$ cat config.mk
export PLATFORM = sky130hd
export DESIGN_NAME = ppu_scan_timing
export DESIGN_NICKNAME = d
export VERILOG_FILES = /design/src/rtl/ppu_scan_timing.sv
export SDC_FILE = /design/constraint.sdc
export NUM_CORES = 1
export LEC_CHECK = 0
export ABC_AREA = 0
export BUFFER_PORTS_ARGS = -buffer_cell sky130_fd_sc_hd__buf_2
export CORE_MARGIN = 5
export CORE_UTILIZATION = 52
export CTS_BUF_LIST = sky130_fd_sc_hd__clkbuf_2 sky130_fd_sc_hd__clkbuf_4 sky130_fd_sc_hd__clkbuf_8
export CTS_CLUSTER_DIAMETER = 40
export CTS_CLUSTER_SIZE = 25
export DETAILED_ROUTE_END_ITERATION = 16
export GPL_TIMING_DRIVEN = 1
export PLACE_DENSITY = 0.81
export SYNTH_ARGS = -nofsm -noshare
export SYNTH_HDL_FRONTEND = slang
export SYNTH_SLANG_ARGS = --single-unit
$ cat constraint.sdc
create_clock -name clk -period 2.8 [get_ports clk]
set_input_delay 0.14 -clock clk [delete_from_list [all_inputs] [get_ports clk]]
set_output_delay 0.14 -clock clk [all_outputs]
set_load 0.005 [all_outputs]
$ cat src/rtl/ppu_scan_timing.sv
// ----------------------------------------------------------------------------
// ppu_scan_timing
//   NTSC 2C02 dot/scanline timing controller. Steps the dot and scanline
//   counters on every dot clock-enable. It decodes the visible-pixel strobe
//   and coordinates for the pixel pipeline. It also owns the vblank status flag
//   and the NMI request derived from that flag.
//
// Optional feature macro: ODD_FRAME_SKIP_EN
//   Defined   : on odd frames with rendering enabled, the last dot of the
//               pre-render line is skipped (the frame is one dot shorter).
//   Undefined : every frame is DOTS*LINES dots and i_render_en is ignored.
//
// Ports
//   clk          in   1  clock
//   rst          in   1  synchronous, active-high reset
//   i_ce         in   1  dot clock-enable; counters advance only when high
//   i_render_en  in   1  background|sprite rendering enabled
//   i_nmi_en     in   1  NMI-on-vblank enable
//   i_vblank_clr in   1  status-read pulse, clears vblank (ignores i_ce)
//   o_dot        out  9  current dot (0..DOTS-1)
//   o_scanline   out  9  current scanline (0..LINES-1)
//   o_pixel_en   out  1  current dot is a visible pixel
//   o_pixel_x    out  8  dot-1 while o_pixel_en, else 0
//   o_pixel_y    out  8  scanline while o_pixel_en, else 0
//   o_frame      out  1  vblank status flag
//   o_nmi        out  1  registered level NMI request (frame & nmi_en)
//   o_frame_odd  out  1  odd-frame parity
// ----------------------------------------------------------------------------
module ppu_scan_timing #(
  parameter int DOTS     = 341,
  parameter int LINES    = 262,
  parameter int VIS_W    = 256,
  parameter int VIS_H    = 240,
  parameter int VBL_LINE = 241,
  parameter int PRE_LINE = 261
) (
  input  logic       clk,
  input  logic       rst,
  input  logic       i_ce,
  input  logic       i_render_en,
  input  logic       i_nmi_en,
  input  logic       i_vblank_clr,
  output logic [8:0] o_dot,
  output logic [8:0] o_scanline,
  output logic       o_pixel_en,
  output logic [7:0] o_pixel_x,
  output logic [7:0] o_pixel_y,
  output logic       o_frame,
  output logic       o_nmi,
  output logic       o_frame_odd
);

  localparam logic [8:0] LP_DOT_LAST  = 9'(DOTS - 1);
  localparam logic [8:0] LP_LINE_LAST = 9'(LINES - 1);
  localparam logic [8:0] LP_VIS_W     = 9'(VIS_W);
  localparam logic [8:0] LP_VIS_H     = 9'(VIS_H);
  localparam logic [8:0] LP_VBL_LINE  = 9'(VBL_LINE);
  localparam logic [8:0] LP_PRE_LINE  = 9'(PRE_LINE);

  logic [8:0] r_dot;
  logic [8:0] r_scanline;
  logic       r_frame;
  logic       r_nmi;
  logic       r_frame_odd;

  logic       w_dot_last;
  logic       w_frame_wrap;
  logic       w_skip;
  logic       w_vbl_set;
  logic       w_vbl_clr;
  logic       w_frame_next;

`ifdef ODD_FRAME_SKIP_EN
  localparam logic [8:0] LP_DOT_SKIP = 9'(DOTS - 2);

  // The odd-frame short cut: jumping straight from (PRE_LINE, DOTS-2) to
  // (0,0) drops the final pre-render dot.
  assign w_skip = (r_scanline == LP_PRE_LINE) && (r_dot == LP_DOT_SKIP) &&
                  r_frame_odd && i_render_en;
`else
  logic w_unused_render_en;

  assign w_skip             = 1'b0;
  assign w_unused_render_en = i_render_en;
`endif

  // Wrap detection. A skipped dot ends the frame just like the natural last dot.
  always_comb begin
    w_dot_last   = (r_dot == LP_DOT_LAST);
    w_frame_wrap = w_skip || (w_dot_last && (r_scanline == LP_LINE_LAST));
  end

  // Vblank flag next state. A status read wins over the set event, so a read
  // landing on the set dot suppresses the flag (and NMI) for the whole frame.
  always_comb begin
    w_vbl_set = i_ce && (r_scanline == LP_VBL_LINE) && (r_dot == 9'd1);
    w_vbl_clr = i_vblank_clr || (i_ce && (r_scanline == LP_PRE_LINE) && (r_dot == 9'd1));
    w_frame_next = r_frame;
    if (w_vbl_clr) begin
      w_frame_next = 1'b0;
    end else if (w_vbl_set) begin
      w_frame_next = 1'b1;
    end
  end

  // Dot/scanline counters and frame parity, all gated by the dot enable.
  always_ff @(posedge clk) begin
    if (rst) begin
      r_dot       <= 9'd0;
      r_scanline  <= 9'd0;
      r_frame_odd <= 1'b0;
    end else if (i_ce) begin
      if (w_frame_wrap) begin
        r_dot       <= 9'd0;
        r_scanline  <= 9'd0;
        r_frame_odd <= ~r_frame_odd;
      end else if (w_dot_last) begin
        r_dot      <= 9'd0;
        r_scanline <= r_scanline + 9'd1;
      end else begin
        r_dot <= r_dot + 9'd1;
      end
    end
  end

  // Vblank flag and NMI update every clock, because a status read must be
  // honoured even between dot enables. NMI tracks the flag's next value so
  // both change on the same edge.
  always_ff @(posedge clk) begin
    if (rst) begin
      r_frame <= 1'b0;
      r_nmi   <= 1'b0;
    end else begin
      r_frame <= w_frame_next;
      r_nmi   <= w_frame_next & i_nmi_en;
    end
  end

  // Visible-window decode straight from the counters (no added latency).
  // Inside the window the dot is 1..256, so the low byte minus one is exact
  // (dot 256 wraps its low byte 0 to 255).
  always_comb begin
    o_pixel_en = (r_scanline < LP_VIS_H) && (r_dot >= 9'd1) && (r_dot <= LP_VIS_W);
    o_pixel_x  = 8'd0;
    o_pixel_y  = 8'd0;
    if (o_pixel_en) begin
      o_pixel_x = r_dot[7:0] - 8'd1;
      o_pixel_y = r_scanline[7:0];
    end
  end

  assign o_dot       = r_dot;
  assign o_scanline  = r_scanline;
  assign o_frame     = r_frame;
  assign o_nmi       = r_nmi;
  assign o_frame_odd = r_frame_odd;

endmodule
# Yosys cells after proc, flatten, opt, wreduce, memory -nomap -nowiden
# Cells that the tools add are included.
[totals]
register_bits = 21
inputBits = 6
output_inout_bits = 38
word_cells = 36
[classes]
add_sub_neg = 3
order_cmp = 3
n_eq_ne = 4
muxes = 8
bitwise = 2
reduce_logical = 11
[op_table]
columns = ["operator", "count"]
rows = [
  ["$mux W9", 4],
  ["$add A9 B1 Y9 const B", 2],
  ["$eq A9 B9 Y1 const B", 2],
  ["$mux W8", 2],
  ["$eq A9 B1 Y1 const B", 1],
  ["$eq A9 B8 Y1 const B", 1],
  ["$ge A9 B1 Y1 const B", 1],
  ["$le A9 B9 Y1 const B", 1],
  ["$lt A9 B8 Y1 const B", 1],
  ["$sub A8 B1 Y8 const B", 1],
  ["$logic_and A1 B1 Y1", 7],
  ["$reduce_and A2 Y1", 2],
  ["$mux W1", 2],
  ["$reduce_bool A2 Y1", 1],
  ["$and A1 B1 Y1", 1],
  ["$logic_or A1 B1 Y1", 1],
  ["$not A1 Y1", 1],
]

# Depth between registers and ports, before layout
# Gate-level depths: netlist (run 1).
[logic_depth]
depth_word = 6
mapped_depth = 9
depth_no_buf = 7

# Worst setup path after synthesis (run 1)
# No wires, ideal clock.
[synth_path]
kind = "flip-flop to flip-flop"
start = "reg r_dot[0] (netlist: o_dot[0])"
end = "reg r_scanline[3] (netlist: o_scanline[3])"
setup_time_ns = 0.070
arrival_time_ns = 1.912
required_ns = 2.730
setup_slack_ns = 0.818
path_stages_with_launch = 9
path_buffers = 2
period_less_slack_ns = 1.982
cell_sequence = "dfxtp_1 -> clkbuf_1 -> inv_1 -> ha_1 -> nand2b_4 -> or3_1 -> buf_2 -> or3_1 -> a21oi_1"
[synth_between]
elab_chain_cells = 4
elab_cells_between_ends = 5
classes_between = "eq/ne: 1; mux: 1; reduce/logical: 3"
[synth_lines]
columns = ["element", "line_no", "source"]
rows = [
  ["start, declared", "60", "logic [8:0] r_dot;"],
  ["start signal, assigned", "121", "r_dot <= r_dot + 9'd1;"],
  ["$eq A9 B9 Y1 *", "89", "w_dot_last = (r_dot == LP_DOT_LAST);"],
  ["$logic_and A1 B1 Y1", "90", "w_frame_wrap = w_skip || (w_dot_last && (r_scanline == LP_LINE_LAST));"],
  ["$reduce_bool A2 Y1 (no line)", "--", ""],
  ["$reduce_and A2 Y1 (no line)", "--", ""],
  ["end signal, assigned", "119", "r_scanline <= r_scanline + 9'd1;"],
  ["end, declared", "61", "logic [8:0] r_scanline;"],
]
# Mark *: on every way between the ends. The rest lies on a longest branch, timed or not.
# A chain may end at the register's enable or synchronous reset.

# Final worst setup path (run 1)
[layout_path]
start = "reg r_dot[1] (netlist: o_dot[1])"
end = "out o_pixel_y[4]"
[layout_between]
elab_chain_cells = 4
elab_cells_between_ends = 5
classes_between = "order compare: 2; mux: 1; reduce/logical: 2"
[layout_lines]
columns = ["element", "line_no", "source"]
rows = [
  ["$ge A9 B1 Y1", "143", "o_pixel_en = (r_scanline < LP_VIS_H) && (r_dot >= 9'd1) && (r_dot <= LP_VIS_W);"],
  ["$logic_and A1 B1 Y1", "143", ""],
  ["$logic_and A1 B1 Y1 *", "143", ""],
  ["$mux W8 *", "146", "if (o_pixel_en) begin"],
  ["end, declared", "47", "output logic [7:0] o_pixel_y,"],
]
# Marked as above.

==> flow_summary_export.csv, run 1 <==
group,metric,value,unit
sta,finalSetupViolCount,0,
job,drv_cap,0,
worst_setup_path,startpoint,"o_dot[1]",
floorplan,dieWidth,61.45,um
sta,period_needed,2.542,ns
cts,cts_buffers,3,
worst_setup_path,cp-start-kind,"flop",
synth,synth.area.mux_share,2.273,%
synth,ys_seq_area_share,30.55,%
worst_setup_path,cp_max_fo,10,
worst_setup_path,cpPeakStageDelay,0.53,ns
floorplan,die_h,61.45,um
sta,fmax,393.4,MHz
synth,synth_top_cell_area_share,30.55,%
worst_setup_path,cp_cell_sequence,"inv_1, ha_1, nor4_1, and3_1, a2111o_1, clkinv_2, and2_1, buf_2",
synth,yosys.area.top_type,"dfxtp_1",
sta,finalHoldViolations,0,
synth,synth_nets,175,
layout,nets,208,
sta,rsz0062_at_grt,"no",
grt,grt_pass1_wl,5188,um
synth,synth_flop_cell,"dfxtp_1",
synth,synth_common_cells,"nor2_1 (28), dfxtp_1 (21), xnor2_1 (11)",
grt,grt_overflow,0,
pwr,clkPwrFrac,25.8,%
cts,cts_tree,"yes",
min_path,hold_start,"i_vblank_clr",
grt,antenna_found_initial,0,
drt,drtAntennaViolNets,0,
sta,tns,0,ns
pwr,switching_share,28.53,%
floorplan,coreArea,2500,um^2
synth,synthXorXnorAreaFrac,10.82,%
synth,ys_warn_count,0,
cts,clk_latency,0.29,ns
sta,finalClockSkew,0.003245,ns
cts,clock-sinks,21,
floorplan,dieArea,3775,um^2
worst_setup_path,worstSetupEndpointType,"output port",
cts,clk_pin_slew,0.11,ns
sta,tightest_slew,0.4408,ns
place,io_buffers,42,
cts,postCtsSetupRepairBufs,0,
synth,async_flop_share,0,%
worst_setup_path,cp.required,2.66,ns
place,place_congestion,0.8087,
sta,drv_slew,0,
cts,hold_buffers,0,
floorplan,ioPinCount,44,
synth,yosys.area_share.simple,36.00,%
synth,synth_area_per_cell,8.444,um^2
outcome,status,"finished, final reports clean",
synth,ys_ff_latch,21,
drt,routedWlPerCell,14.14,um
synth,syn_inst,163,
place,post-place-ws,0.5948,ns
floorplan,rows,18,
worst_setup_path,crit_family,"flip-flops",
cts,cts_resized,0,
sta,setup_slack,0.2583,ns
worst_setup_path,crit_slowest_cell,"dfxtp_1",
grt,grt_pass1_vias,1173,
floorplan,start_util,55.06,%
sta,relSlewSlack,70.34,%
synth,ys_types,40,
sta,post-route-period-util,90.78,%
synth,synth_most_common_cell,"nor2_1",
cts,clock-root-buffer,"clkbuf_4",
drt,vias_per_cell,5.622,
layout,postLayoutCoreUtil,62.86,%
drt,drt_iter0_drc,39,
cts,htreeDepth,1,
drt,drt-pass1-iter-count,4,
layout,synthToLayoutAreaGrowth,14.18,%
drt,num_vias,1265,
synth,synth_fa_ha_area_share,5.455,%
synth,synth_top_family_by_area,"simple AND/OR/NAND/NOR gates",
cts,clock_path_buffers,2,
drt,route.detailed.drc,0,
pwr,power.switching,0.1692,mW
worst_setup_path,cp.arrival,2.40,ns
pwr,ir_drop,265.0,uV
pwr,p_leak,0.6931,nW
grt,grt_max_degree,14,
layout,drive_above_1_share,28.72,%
worst_setup_path,reg2reg_from,"o_dot[0]",
grt,track_usage,18.01,%
pwr,p_comb_share,21.8,%
pwr,power.density,377.4,nW/um^2
synth,synth_area,1376,um^2
drt,routed_wl,3182,um
pwr,seqPwrFrac,52.4,%
place,post-dp-hpwl,2391,um
synth,synth_compound_area_share,7.455,%
min_path,hold_class,"input port to flop",
layout,antennaDiodeCount,0,
worst_setup_path,critPathKind,"flop to output port",
synth,synth_area_leaders,"dfxtp_1 (31%), nor2_1 (7.6%), xnor2_1 (7.0%)",
synth,synth_edf_count,0,
worst_setup_path,cp_num_buf_inv,3,
pwr,p_int,0.4239,mW
path summary, 6_finish.rpt:
check	to	slack [ns]	cells after the start
max	o_pixel_y[4]	0.26	8
min	o_frame	0.02	2
max reg2reg	o_scanline[8]	0.54	6
min reg2reg	o_frame_odd	0.51	2
state kept, by name, summed over array words and instances, names as in the netlist:
name	count
o_dot	9
o_scanline	9
o_frame_odd	1
o_frame	1
o_nmi	1
stage by stage:
stage | instance area, um^2 | power (mW) | instances | hold slack (ns)
global route | 1572 | 0.6260 | 225 | 0.007138
finish | 1572 | 0.5931 | 225 | 0.02253
CTS | 1572 | 0.5981 | 225 | 0.02073
detailed placement | 1541 | 0.4472 | 221 | 0.3449
global placement | 1541 | 0.4421 | 221 | 0.3373
floorplan | 1376 | 0.4033 | 163 | 0.2091
logic make-up after synthesis:
logic type	count (synthesis)
mux	3
buf+inv	19
flops	21
fa+ha+maj	6
simple gates	83
xor+xnor	17
compound gates	14
cell type report:
cell class | instances | area [um^2]
Clock buffer | 4 | 30.03
Fill cell | 221 | 928.4
Inverter | 5 | 20.02
Multi-Input combinational cell | 123 | 853.3
Sequential cell | 21 | 420.4
Tap cell | 30 | 37.54
Timing Repair Buffer | 42 | 210.2
power groups by stage:
stage                     sequential, mW  clock [mW]  combinational (mW)
after floorplan                    0.311           0              0.0919
after global placement             0.317           0               0.125
after detailed placement           0.317           0               0.130
after CTS                          0.311       0.157               0.131
after global routing               0.313       0.172               0.142
final                              0.311       0.153               0.129
routing by layer:
metal  wire (um)  track usage [%]  up-vias
met1        1331            21.94      593
met5           0                0        -
met2        1635            32.18       38
li1            -                -      632
met3         195            3.354        2
met4          19            5.152        0
placed cells by master (no fill, tap or decap), types with 2 or more instances in the layout:
master,n
buf_2,42
nor2_1,28
dfxtp_1,21
xnor2_1,11
nor4_1,8
and2_1,7
nand4_1,7
nand2_1,6
xor2_1,6
ha_1,6
a21oi_1,5
inv_1,4
clkbuf_4,4
nand3_1,3
or4_1,3
o31ai_1,3
or3_1,3
nor3_1,3
nand3b_1,2
nand2b_1,2
nor2b_1,2
o21ai_0,2
nor4_2,2
mux2i_1,2
No activity file was read; power rests on OpenSTA's default activity.
==> inputs of run 2 (changes only) <==
Settings changed: CORE_MARGIN 5 to 2, CTS_BUF_LIST sky130_fd_sc_hd__clkbuf_2 sky130_fd_sc_hd__clkbuf_4 sky130_fd_sc_hd__clkbuf_8 to sky130_fd_sc_hd__clkbuf_2, SETUP_SLACK_MARGIN set to 0.1.
==> flow_summary_export.csv, run 2 (synthesis gave the netlist of run 1 again) <==
group,metric,value,unit
outcome,status,"finished, final reports clean",
sta,post-route-period-util,88.86,%
sta,drv_slew,0,
drt,dr_wl_met3,111,um
sta,finalHoldViolations,0,
drt,drt_iter0_drc,36,
worst_setup_path,cp-start-kind,"flop",
floorplan,die_h,55.45,um
cts,htreeDepth,1,
cts,cts_buffers,3,
floorplan,start_util,55.06,%
place,post-dp-hpwl,2238,um
layout,fillers,232,
drt,num_vias,1257,
worst_setup_path,cp.arrival,2.35,ns
grt,grt_max_degree,14,
pwr,p_leak,0.7016,nW
grt,track_usage,19.82,%
cts,clk_latency,0.33,ns
layout,antennaDiodeCount,0,
grt,grt_overflow,0,
sta,finalSetupViolCount,0,
grt,grt_pass1_vias,1109,
place,post-place-ws,0.5885,ns
worst_setup_path,cp_max_fo,12,
pwr,power.density,360.7,nW/um^2
worst_setup_path,startpoint,"o_dot[0]",
worst_setup_path,cp.required,2.66,ns
sta,setup_slack,0.3120,ns
worst_setup_path,cpPeakStageDelay,0.60,ns
layout,final_common_cell,"buf_2",
drt,routedWlPerCell,13.18,um
worst_setup_path,reg2reg_from,"o_dot[0]",
layout,drive_above_1_share,29.44,%
grt,grt_pass1_wl,5002,um
layout,nets,210,
worst_setup_path,cp_num_buf_inv,2,
cts,clock-sinks,21,
cts,clk_pin_slew,0.20,ns
cts,clock_path_buffers,2,
sta,relSlewSlack,69.81,%
drt,met2WireLength,1528,um
grt,antenna_found_initial,0,
sta,rsz0062_at_grt,"no",
place,place_congestion,0.8054,
drt,highest_layer,"met4",
min_path,hold_class,"input port to flop",
sta,tns,0,ns
floorplan,coreArea,2500,um^2
drt,route.detailed.drc,0,
pwr,ir_drop,317.6,uV
drt,drt-pass1-iter-count,4,
worst_setup_path,critPathKind,"flop to output port",
floorplan,dieArea,3074,um^2
drt,routed_wl,2991,um
cts,cts_tree,"yes",
job,drv_cap,0,
layout,synthToLayoutAreaGrowth,15.45,%
worst_setup_path,crit_slowest_cell,"dfxtp_1",
floorplan,ioPinCount,44,
min_path,hold_start,"i_nmi_en",
drt,met1_length,1315,um
worst_setup_path,crit_family,"flip-flops",
drt,vias_per_cell,5.537,
sta,tightest_slew,0.4522,ns
worst_setup_path,worstSetupEndpointType,"output port",
layout,final_cell_mix,"buf_2 (42), nor2_1 (28), dfxtp_1 (20), xnor2_1 (11)",
cts,clock-root-buffer,"clkbuf_2",
sta,fmax,401.9,MHz
worst_setup_path,cp_cell_sequence,"ha_1, nor4_1, and3_1, a2111o_1, clkinv_2, and2_1, buf_2",
sta,period_needed,2.488,ns
floorplan,rows,18,
sta,finalClockSkew,0.01078,ns
drt,drtAntennaViolNets,0,
floorplan,dieWidth,55.45,um
place,io_buffers,42,
==> run 2: cell types whose count changed in the layout (fill, tap and decap cells not counted) <==
cell	before	now
dfxtp_2	0	1
nor4_2	2	3
dfxtp_1	21	20
clkbuf_4	4	0
dlygate4sd3_1	0	2
clkbuf_2	0	4
nor4_1	8	7
==> run 2: cell type report <==
type	count	area, um^2	share of cell area, %
inverters	5	20.02	1.260
repair buffers	44	230.2	14.49
clock buffers	4	20.02	1.260
multi-input cells	123	859.6	54.09
well taps	30	37.54	2.362
flip-flops and latches	21	421.7	26.54
==> run 2: stage by stage <==
step / utilization, % / instances / power, mW / instance area [um^2] / hold WS, ns
global route: 63.56 / 227 / 0.6067 / 1589 / 0.02062
global placement: 61.66 / 221 / 0.4407 / 1541 / 0.3374
CTS: 62.86 / 226 / 0.5729 / 1572 / 0.02787
floorplan: - / 163 / 0.4033 / 1376 / 0.2091
finish: 63.56 / 227 / 0.5731 / 1589 / 0.04061
detailed placement: 61.66 / 221 / 0.4441 / 1541 / 0.3455
==> run 2: repair_timing <==
action,CTS,global route
endpoints found under the hold margin,2,1
resized for setup,0,2
buffers inserted,0,0
setup endpoints to repair,0,9
hold buffers,1,1
==> run 2: worst reg2reg max path: cells and delay by family (launching register included) <==
family,cells,cell delay (ns)
adder cells (fa/ha/maj),1,0.25
flip-flops,1,0.47
buffers and inverters,1,0.15
AND/OR/NAND/NOR,3,1.19
AO/OA/AOI/OAI,1,0.17
==> run 2: final timing paths <==
path	endpoint	slack [ns]	depth (start not counted)
setup / recovery	o_pixel_y[4]	0.31	7
hold / removal	o_nmi	0.04	3
setup reg to reg	o_scanline[8]	0.51	6
hold reg to reg	o_frame_odd	0.53	2
==> run 2: power by group <==
part	leakage (nW)	internal [mW]	switching, mW
Sequential	0.170	0.303	0.00898
Clock	0.0166	0.0378	0.0950
Combinational	0.515	0.0590	0.0695
==> run 2: routing by layer <==
metal | track usage, % | vias up
li1 | - | 631
met1 | 25.07 | 594
met2 | 33.50 | 28
met3 | 2.810 | 4
met4 | 8.362 | 0
met5 | 0 | -
